$ cat config.mk
export PLATFORM = sky130hd
export DESIGN_NAME = sub8_rr_scheduler
export DESIGN_NICKNAME = d
export VERILOG_FILES = /design/src/rtl/sub8_rr_scheduler.sv
export SDC_FILE = /design/constraint.sdc
export NUM_CORES = 1
export LEC_CHECK = 0
export ABC_CLOCK_PERIOD_IN_PS = 4350
export CAP_MARGIN = 20
export CORE_UTILIZATION = 48
export DETAILED_ROUTE_END_ITERATION = 8
export GPL_ROUTABILITY_DRIVEN = 1
export PLACE_DENSITY = 0.86
export SLEW_MARGIN = 10
export SYNTH_ARGS = -nofsm -noshare
export SYNTH_HDL_FRONTEND = slang
export SYNTH_SLANG_ARGS = --single-unit
$ cat constraint.sdc
create_clock -name clk -period 4.35 [get_ports clk]
set_input_delay 0.6525 -clock clk [delete_from_list [all_inputs] [get_ports clk]]
set_output_delay 0.6525 -clock clk [all_outputs]
set_load 0.005 [all_outputs]
$ cat src/rtl/sub8_rr_scheduler.sv
// sub8_rr_scheduler: round-robin time-sharing of a single 8-bit modular subtractor
module sub8_rr_scheduler #(
    parameter int NREQ = 4,
    parameter int IDW  = 2
) (
    input  logic              clk,
    input  logic              rst,
    input  logic [NREQ-1:0]   req_valid,
    output logic [NREQ-1:0]   req_ready,
    input  logic [8*NREQ-1:0] req_a,
    input  logic [8*NREQ-1:0] req_b,
    output logic              rsp_valid,
    input  logic              rsp_ready,
    output logic [IDW-1:0]    rsp_id,
    output logic [7:0]        rsp_diff,
    output logic              rsp_borrow
);
    typedef enum logic [1:0] {IDLE, CALC, RESP} state_t;
    state_t         state_q;
    logic [IDW-1:0] rr_ptr_q, op_id_q, rsp_id_q, win, cand;
    logic [7:0]     op_a_q, op_b_q, rsp_diff_q;
    logic           rsp_valid_q, rsp_borrow_q, found;
    logic [8:0]     sub_d;
    // Cyclic search for the first active requester after the previous winner
    always_comb begin
        found = 1'b0;
        win   = '0;
        cand  = '0;
        for (int k = 1; k <= NREQ; k++) begin
            cand = IDW'((int'(rr_ptr_q) + k) % NREQ);
            if (!found && req_valid[cand]) begin
                found = 1'b1;
                win   = cand;
            end
        end
    end
    // Grant only while idle; a held reset also masks the grant
    assign req_ready = (state_q == IDLE && found && !rst) ? NREQ'(1) << win : '0;
    // The one shared subtractor: bit 8 of the 9-bit difference is the borrow (a < b)
    assign sub_d = {1'b0, op_a_q} - {1'b0, op_b_q};
    // Accept, compute and hold-until-handshake sequencing
    always_ff @(posedge clk or posedge rst) begin
        if (rst) begin
            state_q      <= IDLE;
            rr_ptr_q     <= IDW'(NREQ - 1);
            op_a_q       <= '0;
            op_b_q       <= '0;
            op_id_q      <= '0;
            rsp_valid_q  <= 1'b0;
            rsp_id_q     <= '0;
            rsp_diff_q   <= '0;
            rsp_borrow_q <= 1'b0;
        end else begin
            case (state_q)
                IDLE: if (found) begin
                    op_a_q   <= req_a[8*win +: 8];
                    op_b_q   <= req_b[8*win +: 8];
                    op_id_q  <= win;
                    rr_ptr_q <= win;
                    state_q  <= CALC;
                end
                CALC: begin
                    rsp_diff_q   <= sub_d[7:0];
                    rsp_borrow_q <= sub_d[8];
                    rsp_id_q     <= op_id_q;
                    rsp_valid_q  <= 1'b1;
                    state_q      <= RESP;
                end
                RESP: if (rsp_ready) begin
                    rsp_valid_q <= 1'b0;
                    state_q     <= IDLE;
                end
                default: state_q <= IDLE;
            endcase
        end
    end
    assign rsp_valid  = rsp_valid_q;
    assign rsp_id     = rsp_id_q;
    assign rsp_diff   = rsp_diff_q;
    assign rsp_borrow = rsp_borrow_q;
endmodule

# Yosys cells after proc, flatten, opt, wreduce, memory -nomap -nowiden
# Cells that the tools add are included.
[word_totals]
inputBits = 71
ff_bits = 34
elab_cells = 61
latchBits = 0
romBits = 0
memories = 0
ram_bits = 0
[classes]
n_bitwise = 0
n_addsub = 5
mul = 0
muxes = 22
div = 0
magnitude_cmp = 4
shifts = 3
n_reduce_logical = 14
eq_ne = 4
[ops]
columns = ["operator", "n"]
rows = [
  ["$shiftx 32x6->8", 2],
  ["$lt 2x3->1 const B", 4],
  ["$mux 2", 6],
  ["$mux 1", 9],
  ["$sub 8x8->9", 1],
  ["$bmux 1 s2", 4],
  ["$pmux 2 s3", 1],
  ["$reduce_and 2->1", 3],
  ["$logic_and 1x1->1", 5],
  ["$add 2x1->2 const B", 2],
  ["$add 2x2->2 const B", 2],
  ["$logic_not 1->1", 4],
  ["$mux 4", 1],
  ["$ne 2x2->1 const B", 2],
  ["$shl 1x2->4 const A", 1],
  ["$eq 2x1->1 const B", 1],
  ["$eq 2x2->1 const B", 1],
  ["$logic_not 2->1", 1],
  ["$pmux 1 s2", 1],
  ["$reduce_bool 2->1", 1],
]

# Longest topological paths before layout
[logic_depth]
word_depth = 16
mapped_depth = 8
mapped_depth_nobuf = 8

# Worst setup path after synthesis
# OpenSTA, ideal clock, no wires.
[synth_timing]
kind = "input to output"
start = "input rst"
end = "output req_ready[0]"
n_path_buf = 0
arrival_ns = 1.675
path_stages = 2
path_slack_ns = 2.022
cell_sequence = "inv_1 -> and3_1"
[synth_between]
elab_chain_cells = 3
[synth_lines]
columns = ["element", "line_no", "text"]
rows = [
  ["start: declaration", "7", "input logic rst,"],
  ["$logic_not 1->1 (no line)", "-", ""],
  ["$logic_and 1x1->1", "38", "assign req_ready = (state_q == IDLE && found && !rst) ? NREQ'(1) << win : '0;"],
  ["$mux 4", "38", ""],
  ["end: declaration", "9", "output logic [NREQ-1:0] req_ready,"],
]
# No other way between the ends.

# Final worst setup path
[layout_timing]
start = "input req_valid[3]"
end = "output req_ready[0]"
[layout_between]
elab_chain_cells = 15
word_cells_on_any_way = 26
cone_classes = "1 x shift; 17 x mux; 8 x reduce/logical"
[layout_lines]
columns = ["element", "line_no", "text"]
rows = [
  ["start: declaration", "8", "input logic [NREQ-1:0] req_valid,"],
  ["$bmux 1 s2", "31", "if (!found && req_valid[cand]) begin"],
  ["$mux 1 (implied by the code)", "31", ""],
  ["$mux 1", "31", ""],
  ["$logic_not 1->1", "31", ""],
  ["$logic_and 1x1->1", "31", ""],
  ["$mux 1", "31", ""],
  ["$logic_not 1->1", "31", ""],
  ["$logic_and 1x1->1", "31", ""],
  ["$mux 1", "31", ""],
  ["$logic_not 1->1", "31", ""],
  ["$logic_and 1x1->1", "31", ""],
  ["$mux 1", "31", ""],
  ["$logic_and 1x1->1 (2 in series)", "38", ""],
  ["$mux 4 *", "38", ""],
]
# Every way passes the cells marked *; elsewhere a longest branch is shown, timed or not. The select of a mux whose other input is x is not followed.

==> impl_metrics.yaml <==
floorplanning:
  fp-row-count: 25
  core_region_area_sq_um: 4720
  start_util_pct: 50.0
  pin_count: 87
  die_width_um: 72.1
  dieArea_sq_um: 5200
  die_height_um: 72.1
run:
  max_cap_viol_count: 0
power:
  p_int_w: 0.00126
  ir_drop_uv: 292
  share_comb_of_total_power_pct: 62.6
  p_sw_w: 0.000934
  seqPwrFrac_pct: 27.4
  swShare_pct: 42.5
  p_leak_nw: 1.44
  clkPwrFrac_pct: 10.0
  powerDensity_nw_per_um2: 653
final_layout:
  fill_cells: 369
  antennaDiodeCount: 0
  final_cell_count_no_fill: 414
  syn_to_final_growth_pct: 42.5
  final_util_pct: 71.2
  seq_area_sq_um: 853
  drive_gt1_share_pct: 8.65
  nets: 426
  multiInputGateArea_sq_um: 1350
setup_path:
  startpoint_type: "input pin"
  cp.arrival_ns: 2.89
  end_kind: "output port"
  worstPathCellList: "clkdlybuf4s50_1, nor2_1, a311o_1, inv_1, and3_1, clkdlybuf4s50_1"
  cpMostUsedCell: "clkdlybuf4s50_1"
  cp_top_family: "buffers and inverters"
  cp_max_fo: 17
  crit_required_ns: 3.70
  crit_type: "in2out"
  cp_num_buf_inv: 3
  critPathSlowestCell: "clkdlybuf4s50_1"
  slowest_delay_ns: 0.60
clock_network:
  clkLatencyLatePin_ns: 0.28
  postCtsSetupRepairBufs: 0
  clockBufferDepth: 2
  cts_tree: "built"
  h-tree-depth: 2
  hold_buffers: 0
  clock_sinks: 34
  ctsResizeCount: 0
  cts-buffers-inserted: 5
  clkTransAtPathRegs_ns: 0.07
  root_buffer: "clkbuf_8"
synthesis:
  ys_seq_elements: 34
  synth-main-ff-cell: "dfrtp_1"
  yosysSeqAreaShare_pct: 36.1
  syn_avg_cell_area_sq_um: 9.08
  ys_warn_count: 0
  synth_edf_count: 0
  yosysUniqueCellTypes: 49
  syn_area_sq_um: 2360
  async_flop_share_pct: 100
  synthCells: 260
  syn-num-nets: 340
routing:
  wire_per_inst_um: 14.3
  ant_nets: 0
  drc_errors: 0
  vias_per_cell: 5.47
  drt-total-wl_um: 5910
  drt-initial-drc-count: 115
  vias: 2266
  dr.pass1.iters: 4
grt:
  grt_pass1_vias: 2098
  grt_max_degree: 28
  grt_pass1_wl_um: 9830
  track_usage_pct: 24.3
  grt_overflow_total: 0
  antenna_found_initial: 0
sta:
  setup_violations: 0
  slew_violations: 0
  finalHoldViolCount: 0
  rsz0062_at_grt: "no"
  fmax_mhz: 282
  final.setup_skew_ns: 0.00637
  post-route-period-util_pct: 81.4
  period_minus_slack_ns: 3.54
  final.setup.tns_ns: 0
  setup_ws_ns: 0.808
  tightest_slew_ns: 0.946
  timing.slew.headroom_pct: 37.0
placed_design:
  dp_hpwl_um: 4620
  portBuffers: 86
  placed_cells: 406
  globalplace.congestion: 0.838
  dpl_worst_slack_ns: 0.837
min_path:
  holdCritPathClass: "reg2reg"
run_status:
  status: "finished, final reports clean"
placed cells by master (no fill, tap or decap), drive strengths merged, types with 8 or more instances in the layout:
cell / count
nor3: 8
dfrtp: 32
and2b: 9
clkbuf: 8
o21ai: 13
nor2: 15
mux2: 8
mux2i: 11
nor2b: 15
a221oi: 17
a21oi: 16
ha: 8
nand2: 23
a22oi: 10
clkdlybuf4s50: 86
inv: 24
cell type report:
type	count	area share [%]
Clock buffer	8	2.38
Tap cell	67	2.49
Inverter	24	2.68
Sequential cell	34	25.4
Multi-Input combinational cell	189	40.2
Timing Repair Buffer	92	26.9
layer usage:
metal | vias to the layer above | part of all wire (%) | track usage (%)
li1 | 1116 | - | -
met1 | 1061 | 46 | 33.0
met4 | 0 | 1.1 | 5.66
met3 | 6 | 4.8 | 3.75
met5 | - | 0 | 0
met2 | 83 | 48 | 40.8
cells by family after synthesis:
logic type	share of synthesized area (%)
DFF	36.1
and+or+nand+nor	19.4
adders and majority gates	5.09
buffers and inverters	7.10
AOI/OAI and AO/OA	23.4
xor gates and xnor gates	0.371
muxes	8.48
metrics by stage:
stage               hold WS (ns)  cell area, sq um  power, W
floorplan                  0.473              2360   0.00155
global placement           0.461              3280   0.00192
detailed placement         0.471              3280   0.00196
CTS                        0.485              3360   0.00219
global route               0.526              3360   0.00239
finish                     0.480              3360   0.00220
power groups by stage:
stage / combinational, W / sequential [W] / clock [W]
global route: 0.00153 / 0.000622 / 0.000235
detailed placement: 0.00136 / 0.000605 / 0
finish: 0.00137 / 0.000602 / 0.000220
floorplan: 0.000993 / 0.000561 / 0
CTS: 0.00137 / 0.000602 / 0.000219
global placement: 0.00132 / 0.000601 / 0
synthesized netlist by cell type, types with 2 or more instances:
cell type | count | area, sq um
nor3_1 | 8 | 40.0
and3_1 | 2 | 12.5
dfrtp_1 | 32 | 801
mux2_2 | 8 | 90.1
a21oi_1 | 16 | 80.1
inv_1 | 24 | 90.1
a221oi_1 | 17 | 149
o21a_1 | 2 | 15.0
clkbuf_1 | 4 | 15.0
nor3b_1 | 2 | 15.0
nor2_1 | 15 | 56.3
o21ai_0 | 12 | 60.1
and2b_1 | 9 | 67.6
a22oi_1 | 6 | 45.0
mux2i_1 | 11 | 110
nor4_1 | 3 | 18.8
dfstp_2 | 2 | 52.6
buf_2 | 5 | 25.0
buf_4 | 2 | 15.0
nand2b_1 | 3 | 18.8
nor2b_1 | 15 | 93.8
a22oi_2 | 4 | 50.1
ha_1 | 8 | 100
nand2_1 | 23 | 86.3
nand3_1 | 2 | 10.0
buf_6 | 2 | 22.5
worst register-to-register path: cells and delay by family (launching register included):
family	cells	cell delay, ns
compound gates	2	0.90
buf+inv	1	0.30
flops	1	0.67
mux	1	0.27
simple gates	2	0.18
path summary, 6_finish.rpt:
check,from,to,slack (ns),cells past startpoint
setup / recovery,req_valid[3],req_ready[0],0.81,6
hold / removal,rsp_diff[0]$_DFFE_PP0P_,rsp_diff[0]$_DFFE_PP0P_,0.48,2
setup reg to reg,rr_ptr_q[1]$_DFFE_PP1P_,op_b_q[5]$_DFFE_PP0P_,1.96,6
hold reg to reg,rsp_diff[0]$_DFFE_PP0P_,rsp_diff[0]$_DFFE_PP0P_,0.48,2
max in group asynchronous,rst,rr_ptr_q[0]$_DFFE_PP1P_,2.78,3
min in group asynchronous,rst,op_b_q[6]$_DFFE_PP0P_,0.81,2
flip-flops by register name, summed over array words and instances, names as in the netlist:
name,flops
rsp_borrow,1
op_id_q,2
rsp_diff,8
op_a_q,8
rsp_valid,1
op_b_q,8
state_q,2
rsp_id,2
rr_ptr_q,2
Power figures use the tool's default switching activity.
==> patch, RTL diff (same settings) <==
The 3 states of `state_t` get a one-hot encoding in 3 bits.
--- a/src/rtl/sub8_rr_scheduler.sv
+++ b/src/rtl/sub8_rr_scheduler.sv
@@ -16,5 +16,5 @@
     output logic              rsp_borrow
 );
-    typedef enum logic [1:0] {IDLE, CALC, RESP} state_t;
+    typedef enum logic [2:0] {IDLE = 3'b001, CALC = 3'b010, RESP = 3'b100} state_t;
     state_t         state_q;
     logic [IDW-1:0] rr_ptr_q, op_id_q, rsp_id_q, win, cand;
Check against the original RTL: same outputs for any inputs over 10 cycles, from zero or initial values and one cycle with rst high; not proved beyond that.
==> patch against the original RTL <==
  * Clock skew rose by 0.00091 ns
  * Die area is 0.21% higher
  * Worst setup slack better by 0.13 ns
  * Synthesized area rose by 0.21%
  * Sequential cell count rose by 1
  * Final cell count increased by 0.72%
  * Wire length is 0.15% lower
  * Cell area is 0.78% lower
  * Combinational power shrank 7%
  * Power fell by 1.9%
  * Via count is 1.6% higher
  * Critical endpoint is now req_ready[3]
==> patch: results (changes against the original RTL) <==
SETUP PATH
-----------------------------------------------------------------------------------------------------------------
Data arrival time at the worst-slack endpoint                                                             2.76 ns   -0.13 ns
R2R Path End                                                                                            op_b_q[2]
Largest fanout of any net on the critical path                                                                 10   -7
Startpoint of the worst register-to-register path                                                     rr_ptr_q[0]
Worst setup slack for register-to-register paths                                                          2.01 ns   +0.05 ns
Slowest library cell on the worst path                                                                   o211ai_1

TIMING
-----------------------------------------------------------------------------------------------------------------
Final Hold Slack                                                                                        0.4802 ns   +0.0002540 ns
Clock tree skew after final layout                                                                    0.007273 ns   +0.0009077 ns
Worst slew margin relative to its limit                                                                    42.29%   +5.3 points

WORST HOLD PATH
-----------------------------------------------------------------------------------------------------------------
Hold EP                                                                                                 rsp_id[0]
Hold wc startpoint                                                                                     op_id_q[0]

PLACEMENT
-----------------------------------------------------------------------------------------------------------------
Placed cells                                                                                                  409   +0.74%
Weighted congestion reported at the end of routability-driven placement                                    0.8191   -2.2%

GRT
-----------------------------------------------------------------------------------------------------------------
Total Routing Usage GR                                                                                     24.48%   +0.21 points
First-pass GRT wire length                                                                              10,030 µm   +2.0%
Number of global-route vias before repair                                                                   2,240   +6.8%

DRT
-----------------------------------------------------------------------------------------------------------------
DRC violation total after the first TritonRoute iteration                                                     101   -12%
Total detailed-routing wirelength                                                                         5896 µm   -0.15%
Vias per std cell                                                                                           5.523   +0.90%
Pre-antenna DRT Iters                                                                                           5   +1

SYNTHESIS
-----------------------------------------------------------------------------------------------------------------
Portion of netlist area occupied by mux cells                                                              8.197%   -0.28 points
Distinct cells, synth                                                                                          48   -2.0%
Xor and xnor fraction of the mapped netlist area                                                          0.7403%   +0.37 points
Compound-gate portion of the synthesized area                                                              23.22%   -0.21 points
Biggest area contributors in the synthesized netlist                                                 dfrtp_1, nand2_1, ha_1
Arithmetic-cell share of the synthesized area counting full adders, half adders and majority gates         5.077%   -0.011 points
Mapped Avg Cell Area                                                                                    8.828 µm²   -2.8%
Post-synth top cells                                                                                 nand2_1, dfrtp_1, nor2_1
Synthesized net count                                                                                         348   +2.4%

STATUS
-----------------------------------------------------------------------------------------------------------------
Status                                                                                                  completed

LAYOUT
-----------------------------------------------------------------------------------------------------------------
Total number of nets in the final design                                                                      429   +0.70%

POWER
-----------------------------------------------------------------------------------------------------------------
Largest voltage drop on the vdd net                                                                     0.3199 mV   +9.4%
Leak Pwr                                                                                              0.001410 µW   -2.1%

==> patch: cell types whose count changed after synthesis, sizes merged, moves of 4 or more <==
cell and change:
nor2b -10, a22oi -4, and2b -9, a221oi -10, nand2 +30, a31oi +8, mux2i -10, inv -11
a32oi +9, mux2 +8, a21oi -5, nor2 +4
==> patch: stage by stage <==
stage          setup slack (ns)  instance area [µm²]  utilization, %
6_report                 0.9339                 3338           70.68
5_1_grt                  0.6887                 3338           70.68
4_1_cts                  0.9313                 3338           70.68
3_5_place_dp             0.9502                 3247           68.74
3_3_place_gp              1.027                 3247           68.74
2_1_floorplan             1.992                 2366               -
==> patch: worst max path at each step <==
stage | startpoint | end | slack (ns) | cells after the start
2_1_floorplan | rst | req_ready[0] | 1.99 | 2
3_3_place_gp | req_valid[1] | req_ready[3] | 1.03 | 5
3_5_place_dp | req_valid[1] | req_ready[3] | 0.95 | 5
4_1_cts | req_valid[1] | req_ready[3] | 0.93 | 5
5_1_grt | req_valid[1] | req_ready[3] | 0.69 | 5
6_report | req_valid[1] | req_ready[3] | 0.93 | 5
==> patch: layer usage <==
metal	up-vias	global-route usage [%]
met4	0	7.843
li1	1127	-
met5	-	0
met2	85	41.02
met1	1077	31.54
met3	14	5.417
==> patch: final cells by class <==
class | count | area [µm²] | share of cell area [%]
Multi-Input combinational cell | 206 | 1359 | 40.70
Sequential cell | 35 | 879.6 | 26.35
Timing Repair Buffer | 88 | 875.8 | 26.24
Clock buffer | 7 | 86.33 | 2.586
Tap cell | 67 | 83.83 | 2.511
Inverter | 13 | 48.80 | 1.462
Clock inverter | 1 | 5.005 | 0.1499
==> patch: where the power goes <==
part,internal (µW),switching [µW]
combinational,616,666
sequential,509,129
clock,128,108
